===== src/rtl/arb_pkg.sv =====
// Shared types for the 4-requester round-robin arbiter.
// Latency: none (types and a pure decode helper only).
// Backpressure: not applicable.
package arb_pkg;

  localparam int N_REQ = 4;

  typedef logic [1:0] grant_t;

  typedef enum logic {
    EMPTY = 1'b0,
    FULL  = 1'b1
  } arb_state_t;

  function automatic logic [N_REQ-1:0] onehot(input grant_t g);
    logic [N_REQ-1:0] r;
    r    = '0;
    r[g] = 1'b1;
    return r;
  endfunction

endpackage


===== src/rtl/mux4_64.sv =====
// 4:1 payload select feeding the arbiter output register.
// Latency: purely combinational.
// Backpressure: none.
module mux4_64 #(
  parameter int W = 64
) (
  input  logic [W-1:0] d0,
  input  logic [W-1:0] d1,
  input  logic [W-1:0] d2,
  input  logic [W-1:0] d3,
  input  logic [1:0]   sel,
  output logic [W-1:0] y
);

  always_comb begin
    y = d0;
    case (sel)
      2'd0: y = d0;
      2'd1: y = d1;
      2'd2: y = d2;
      2'd3: y = d3;
      default: y = d0;
    endcase
  end

endmodule


===== src/rtl/rr_pick4.sv =====
// Round-robin picker: first set request bit at or after ptr, wrapping mod 4.
// Latency: purely combinational.
// Backpressure: none; found=0 when no bit is set.
module rr_pick4
  import arb_pkg::*;
(
  input  logic [N_REQ-1:0] req,
  input  grant_t           ptr,
  output logic             found,
  output grant_t           winner
);

  grant_t idx;

  // Walk from the farthest offset back to ptr so the nearest set bit wins.
  always_comb begin
    found  = 1'b0;
    winner = ptr;
    idx    = ptr;
    for (int i = N_REQ - 1; i >= 0; i--) begin
      idx = ptr + grant_t'(i);
      if (req[idx]) begin
        found  = 1'b1;
        winner = idx;
      end
    end
  end

endmodule


===== src/rtl/rr_arbiter_4to1_64.sv =====
// Round-robin 4:1 arbiter into one registered 64-bit output; ARB_BURST_LOCK_EN adds burst locking.
// Latency: 1 cycle from request handshake to o_valid; full throughput with i_ready held high.
// Backpressure: o_req_ready stays low while the output register is full and i_ready is low.
module rr_arbiter_4to1_64
  import arb_pkg::*;
#(
  parameter int DATA_W = 64
) (
  input  logic              i_clk,
  input  logic              i_reset,
  input  logic [N_REQ-1:0]  i_req_valid,
  input  logic [DATA_W-1:0] i_req_data_0,
  input  logic [DATA_W-1:0] i_req_data_1,
  input  logic [DATA_W-1:0] i_req_data_2,
  input  logic [DATA_W-1:0] i_req_data_3,
`ifdef ARB_BURST_LOCK_EN
  input  logic [N_REQ-1:0]  i_req_last,
`endif
  output logic [N_REQ-1:0]  o_req_ready,
  output logic              o_valid,
  output logic [DATA_W-1:0] o_data,
  output grant_t            o_grant,
  input  logic              i_ready
);

  arb_state_t        state;
  arb_state_t        state_nxt;
  grant_t            ptr;
  grant_t            win;
  logic              found;
  logic              can_load;
  logic              take;
  logic [N_REQ-1:0]  eligible;
  logic [DATA_W-1:0] mux_dat;

`ifdef ARB_BURST_LOCK_EN
  logic   locked;
  grant_t lock_id;

  // While a burst is open only its owner may compete.
  always_comb begin
    eligible = i_req_valid;
    if (locked) eligible = i_req_valid & onehot(lock_id);
  end
`else
  assign eligible = i_req_valid;
`endif

  rr_pick4 u_pick (
    .req    (eligible),
    .ptr    (ptr),
    .found  (found),
    .winner (win)
  );

  mux4_64 #(
    .W (DATA_W)
  ) u_mux (
    .d0  (i_req_data_0),
    .d1  (i_req_data_1),
    .d2  (i_req_data_2),
    .d3  (i_req_data_3),
    .sel (win),
    .y   (mux_dat)
  );

  assign can_load    = (state == EMPTY) || i_ready;
  assign take        = can_load && found && !i_reset;
  assign o_req_ready = take ? onehot(win) : '0;
  assign o_valid     = (state == FULL);

  always_ff @(posedge i_clk) begin
    if (i_reset) state <= EMPTY;
    else         state <= state_nxt;
  end

  always_comb begin
    state_nxt = state;
    if (can_load) state_nxt = found ? FULL : EMPTY;
  end

  always_ff @(posedge i_clk) begin
    if (i_reset) begin
      o_data  <= '0;
      o_grant <= '0;
    end else if (take) begin
      o_data  <= mux_dat;
      o_grant <= win;
    end
  end

`ifdef ARB_BURST_LOCK_EN
  // Pointer moves only when a burst closes, so the owner keeps its turn.
  always_ff @(posedge i_clk) begin
    if (i_reset) begin
      ptr     <= '0;
      locked  <= 1'b0;
      lock_id <= '0;
    end else if (take) begin
      if (i_req_last[win]) begin
        ptr    <= win + 2'd1;
        locked <= 1'b0;
      end else begin
        locked  <= 1'b1;
        lock_id <= win;
      end
    end
  end
`else
  always_ff @(posedge i_clk) begin
    if (i_reset)   ptr <= '0;
    else if (take) ptr <= win + 2'd1;
  end
`endif

endmodule


===== config.mk =====
export PLATFORM = sky130hd
export DESIGN_NAME = rr_arbiter_4to1_64
export DESIGN_NICKNAME = d
export VERILOG_FILES = /design/src/rtl/arb_pkg.sv /design/src/rtl/mux4_64.sv /design/src/rtl/rr_pick4.sv /design/src/rtl/rr_arbiter_4to1_64.sv
export SDC_FILE = /design/constraint.sdc
export NUM_CORES = 1
export LEC_CHECK = 0
export ABC_AREA = 1
export BUFFER_PORTS_ARGS = -buffer_cell sky130_fd_sc_hd__buf_2
export CORE_AREA = 2 2 131 133
export CTS_CLUSTER_DIAMETER = 40
export DETAILED_ROUTE_END_ITERATION = 7
export DIE_AREA = 0 0 133 135
export GPL_TIMING_DRIVEN = 0
export PLACE_DENSITY = 0.7
export SETUP_SLACK_MARGIN = 0.4
export SLEW_MARGIN = 20
export SYNTH_ARGS = -nofsm -noshare
export SYNTH_HDL_FRONTEND = slang
export SYNTH_SLANG_ARGS = --single-unit

===== constraint.sdc =====
create_clock -name i_clk -period 3.13 [get_ports i_clk]
set_input_delay 0.313 -clock i_clk [delete_from_list [all_inputs] [get_ports i_clk]]
set_output_delay 0.313 -clock i_clk [all_outputs]
set_load 0.01 [all_outputs]

# Word-level counts from Yosys, hierarchy flattened
# Index checks and enable logic that the tools add are counted.
[op_classes]
n_eq_ne = 3
n_bitwise = 1
n_lt_le_gt_ge = 6
reduce_logical = 6
mux = 21
n_addsub = 4
[op_table]
columns = ["cell", "count"]
rows = [
  ["64-bit case mux with 4 select lines", 1],
  ["2-bit by 3-bit less-than comparator with 1-bit output (second input constant)", 5],
  ["1-bit 2-to-1 mux", 10],
  ["1-bit binary-select mux with 2-bit select", 4],
  ["2-bit 2-to-1 mux", 4],
  ["2-bit by 1-bit adder with 2-bit output (second input constant)", 2],
  ["2-bit adder (second input constant)", 2],
  ["2-bit == test (second input constant)", 2],
  ["4-bit 2-to-1 mux", 1],
  ["1-bit logical AND", 3],
  ["1-bit demux with 2-bit select", 1],
  ["2-bit by 1-bit == test with 1-bit output (second input constant)", 1],
  ["2-bit by 1-bit >= comparator with 1-bit output (second input constant)", 1],
  ["2-bit logical NOT", 1],
  ["1-bit logical NOT", 1],
  ["1-bit logical OR", 1],
  ["1-bit inverter", 1],
]
[word_totals]
out_inout_bits = 71
register_bits = 69
elab_cells = 45

# Longest topological paths before layout
[depth]
depth_word = 12
ltp_mapped = 19
depth_no_buf = 16

# Modules after synthesis
# A second synthesis with hierarchy kept.
[hier_totals]
hier_cells = 743
hier_area_um2 = 4822.1
[modules_own_cells]
columns = ["mod", "seq_area_each_um2", "instances", "cells_each", "area_each_um2"]
rows = [
  ["rr_arbiter_4to1_64", 1381.3, 1, 321, 2580.0],
  ["mux4_64", 0.0, 1, 369, 2008.2],
  ["rr_pick4", 0.0, 1, 53, 234.0],
]

# Worst setup path before layout
# No wires, ideal clock.
[synth_timing]
path_type = "register to output"
from = "register ptr[0]"
to = "output o_req_ready[2]"
path_slack_ns = 0.610
stages_incl_launch_ff = 18
arrival_time_ns = 2.207
cell_sequence = "dfxtp_1 -> buf_6 -> nand2_1 -> nand3_1 -> nand2_1 -> inv_2 -> nand2_1 -> nand2_2 -> nand2_2 -> nand2_2 -> nand2_2 -> buf_2 -> inv_1 -> ha_1 -> clkbuf_1 -> clkbuf_1 -> inv_1 -> nor2_1"
[synth_between]
elab_chain_cells = 12
[synth_lines]
columns = ["element", "line", "rtl"]
rows = [
  ["start: declaration", "rr_arbiter_4to1_64.sv:28", "grant_t ptr;"],
  ["start signal: assignment", "rr_arbiter_4to1_64.sv:112", "else if (take) ptr <= win + 2'd1;"],
  ["2-bit adder", "rr_pick4.sv:21", "idx = ptr + grant_t'(i);"],
  ["1-bit binary-select mux with 2-bit select", "rr_pick4.sv:22", "if (req[idx]) begin"],
  ["1-bit 2-to-1 mux (not written as such)", "rr_pick4.sv:22", ""],
  ["2-bit 2-to-1 mux (3 in a row)", "rr_pick4.sv:22", ""],
  ["2-bit 2-to-1 mux (*)", "rr_pick4.sv:22", ""],
  ["named net u_mux.sel[0]", "mux4_64.sv:11", "input logic [1:0] sel,"],
  ["2-bit by 3-bit less-than comparator with 1-bit output (not written as such) / 2-bit by 1-bit >= comparator with 1-bit output (equally long branches)", "arb_pkg.sv:18", "r[g] = 1'b1;"],
  ["1-bit logical AND (not written as such)", "arb_pkg.sv:18", ""],
  ["1-bit 2-to-1 mux (not written as such)", "arb_pkg.sv:18", ""],
  ["1-bit demux with 2-bit select (*)", "arb_pkg.sv:18", ""],
  ["4-bit 2-to-1 mux (*)", "rr_arbiter_4to1_64.sv:69", "assign o_req_ready = take ? onehot(win) : '0;"],
  ["end: declaration", "rr_arbiter_4to1_64.sv:19", "output logic [N_REQ-1:0] o_req_ready,"],
]
# The timed path passes the listed nets; every way through them passes the cells marked *. The select of a mux whose other input is x is not followed.

# Worst setup path after layout
# Same ends and word-level chain as after synthesis.

==> impl_metrics.tcl <==
set metrics [dict create \
    drtIter0Drc 293 \
    wirelength_um 21230 \
    grtUsageMet3_pct 4.617 \
    initial_core_util_pct 29.34 \
    met1_usage_pct 25.30 \
    busiest_layer "met2" \
    hold_viol_final 0 \
    viasPerCell 4.919 \
    area_growth_pct 57.04 \
    yosys_warnings 0 \
    syn_nets 989 \
    tns_ps 0 \
    finalMaxSlewViolations 0 \
    root_buffer "clkbuf_16" \
    synthCells 723 \
    core_area_mm2 0.01641 \
    die_area_mm2 0.01796 \
    clk_latency_ps 340 \
    wl_per_cell_um 16.25 \
    cp_max_fo 6 \
    critical_path.startpoint "ptr[0]" \
    synth_top_family_by_area "simple AND/OR/NAND/NOR gates" \
    worstPathRequired_ps 2820 \
    gr-total-overflow 0 \
    seqCellArea_mm2 0.001386 \
    cts_tree "done" \
    drv_cap 0 \
    yosys-top-cells-area "dfxtp_1, nand2_1, a221oi_1, nand3_1, nand3_2" \
    die_y_um 135 \
    via_count 6424 \
    grt_pass1_vias 6045 \
    hp-start "i_reset" \
    crit_type "reg -> out" \
    drt_pre_antenna_iters 5 \
    hold_class "in -> reg" \
    num_rows 47 \
    placed_cell_area_mm2 0.006756 \
    finClkSkew_ps 11.84 \
    fillers 1692 \
    synth_xor_area_share_pct 0 \
    worst_pin_slew_ps 562.7 \
    grt_usage_pct 22.19 \
    nNetsFinal 1346 \
    setup_viol 0 \
    final_core_util_pct 46.08 \
    postCtsHoldBufs 0 \
    crit_path_cell_trace "buf_4 -> o21ai_4 -> nand2_1 -> nand2_1 -> inv_2 -> nand2_2 -> nand2_2 -> nand2_2 -> nand2_4 -> buf_6 -> inv_4 -> ha_4 -> clkbuf_16 -> clkbuf_16 -> inv_1 -> nor2_1 -> buf_2" \
    grt_max_degree 13 \
    cpPeakStageDelay_ps 360 \
    cp_top_family "buffers and inverters" \
    synth-simple-area-share_pct 37.47 \
    timing.slew.headroom_pct 62.49 \
    cp_slowest_cell "dfxtp_4" \
    ys_types 21 \
    multi_input_area_mm2 0.002959 \
    rsz0062_at_grt "yes" \
    antenna_found_initial 2 \
    synth_seq_area_share_pct 28.69 \
    final_cell_area_mm2 0.007561 \
    htree_levels 3 \
    power.density_mw_per_mm2 967.1 \
    reg2reg_from "ptr[0]" \
    grt_pass1_wl_um 30990 \
    numClockSinks 69 \
    finalCritPeriodShare_pct 86.27 \
    synth_fa_ha_area_share_pct 0.7796 \
    cts_buffers 9 \
    ys_ff_latch 69 \
    synthesis.area_mm2 0.004815 \
    globalplace.congestion 0.8654 \
    maxClockFrequency_mhz 370.4 \
    p_leak_nw 4.143 \
    die-width_um 133 \
    use_met2_pct 40.99 \
    drive_above_1_share_pct 45.71 \
    status "finished, final reports clean" \
    clk_pin_slew_ps 60 \
    synth_mux_area_share_pct 0 \
    port-buffer-count 333 \
    yosysTopAreaCell "dfxtp_1" \
    ir_drop_v 0.0005102 \
    crit_arrival_ps 2390 \
    avgSynthCellArea_um2 6.659 \
    startpoint_type "flip-flop" \
    drc 0 \
    power.total_mw 7.312 \
    clock_path_buffers 2 \
    synth-compound-area-share_pct 19.10 \
    io_pins 334 \
    crit_top_cell "nand2_2" \
    ant_nets 0 \
    fin_hold_ws_ps 199.8 \
    path_buf_inv 8 \
    synth_top_area_share_pct 28.69 \
    dp_hpwl_um 16210 \
    endpoint_kind "output port" \
    min_period_ps 2700 \
]
==> routing by layer <==
metal | vias to the layer above | share of wire, %
met4 | 0 | 2.0
met2 | 279 | 51
met5 | - | 0
met1 | 2943 | 40
met3 | 29 | 6.5
li1 | 3173 | -
==> cell families (layout without fill, tap and decap cells) <==
| family | Yosys count | count (layout) |
|---|---|---|
| AND/OR/NAND/NOR | 372 | 372 |
| flip-flops | 69 | 69 |
| AO/OA/AOI/OAI | 135 | 135 |
| other | 0 | 1 |
| buffers and inverters | 144 | 506 |
| adder cells (fa/ha/maj) | 3 | 3 |
==> per-stage QoR <==
| step | instances | worst slack [ps] |
|---|---|---|
| after global placement | 1276 | -164.1 |
| after detailed placement | 1276 | -237.5 |
| after floorplan | 723 | 610.0 |
| after global routing | 1306 | 315.8 |
| final | 1306 | 429.9 |
| after CTS | 1299 | 416.6 |
==> cells in the mapped netlist <==
cell / instances
ha_1: 3
nand2_1: 220
o21ai_0: 2
nand3_1: 97
clkbuf_1: 40
nand2_2: 5
nand2_4: 1
nand4_1: 1
nor2_1: 5
a21oi_1: 68
o21ai_2: 1
buf_4: 3
dfxtp_1: 69
nor3_1: 1
inv_1: 76
buf_6: 3
inv_2: 4
buf_2: 13
nand3_2: 42
buf_12: 5
a221oi_1: 64
==> repair_timing <==
action	4_1_cts	5_1_grt
gates resized for setup	36	78
setup endpoints to repair	66	63
pin swaps	1	9
gates cloned	0	1
setup buffers	7	5
==> placed cells by master (no fill, tap or decap), types with 14 or more instances in the layout <==
master,n
a221oi_2,18
buf_4,14
nand3_1,95
a21oi_1,68
nand2_1,215
dfxtp_1,67
a221oi_1,44
nand3_2,44
clkbuf_1,17
inv_1,73
buf_2,352
==> path summary, 6_finish.rpt <==
check,endpoint,slack [ps],cells after the start
worst max-delay path,o_req_ready[2],430,17
worst min register to register,o_data[35],460,2
worst min-delay path,ptr[0],200,2
worst max register to register,o_data[26],520,17
==> worst reg2reg max path, cell delays in order (launching register included) <==
cell and delay, ps:
dfxtp_4 360, buf_4 150, o21ai_4 140, nand2_1 110, nand2_1 90, inv_2 40, nand2_2 70, nand3_2 100
nand2_4 110, buf_6 120, inv_4 40, ha_4 160, clkbuf_16 160, clkbuf_1 270, a221oi_1 380, nand2_1 110
nand2_1 70, nand2_1 50
==> power by group <==
part / leakage [nW] / internal, mW / switching (mW) / total, mW
clock: 0.170 / 0.804 / 0.411 / 1.21
sequential: 0.575 / 1.30 / 0.210 / 1.51
combinational: 3.40 / 1.86 / 2.72 / 4.58
==> flip-flops by register name, indices dropped and copies added, names as in the netlist <==
signal   flops
o_data      64
o_valid      1
ptr          2
o_grant      2
==> final cells by class <==
type,count,share of cell area (%)
Inverter,80,4.038
Clock buffer,11,3.210
Sequential cell,69,18.34
Timing Repair Buffer,346,23.66
Tap cell,220,3.641
Antenna cell,1,0.03310
Buffer,64,6.520
Clock inverter,5,1.423
Multi-Input combinational cell,510,39.14
Note: power is estimated with default switching activity, not from simulation.
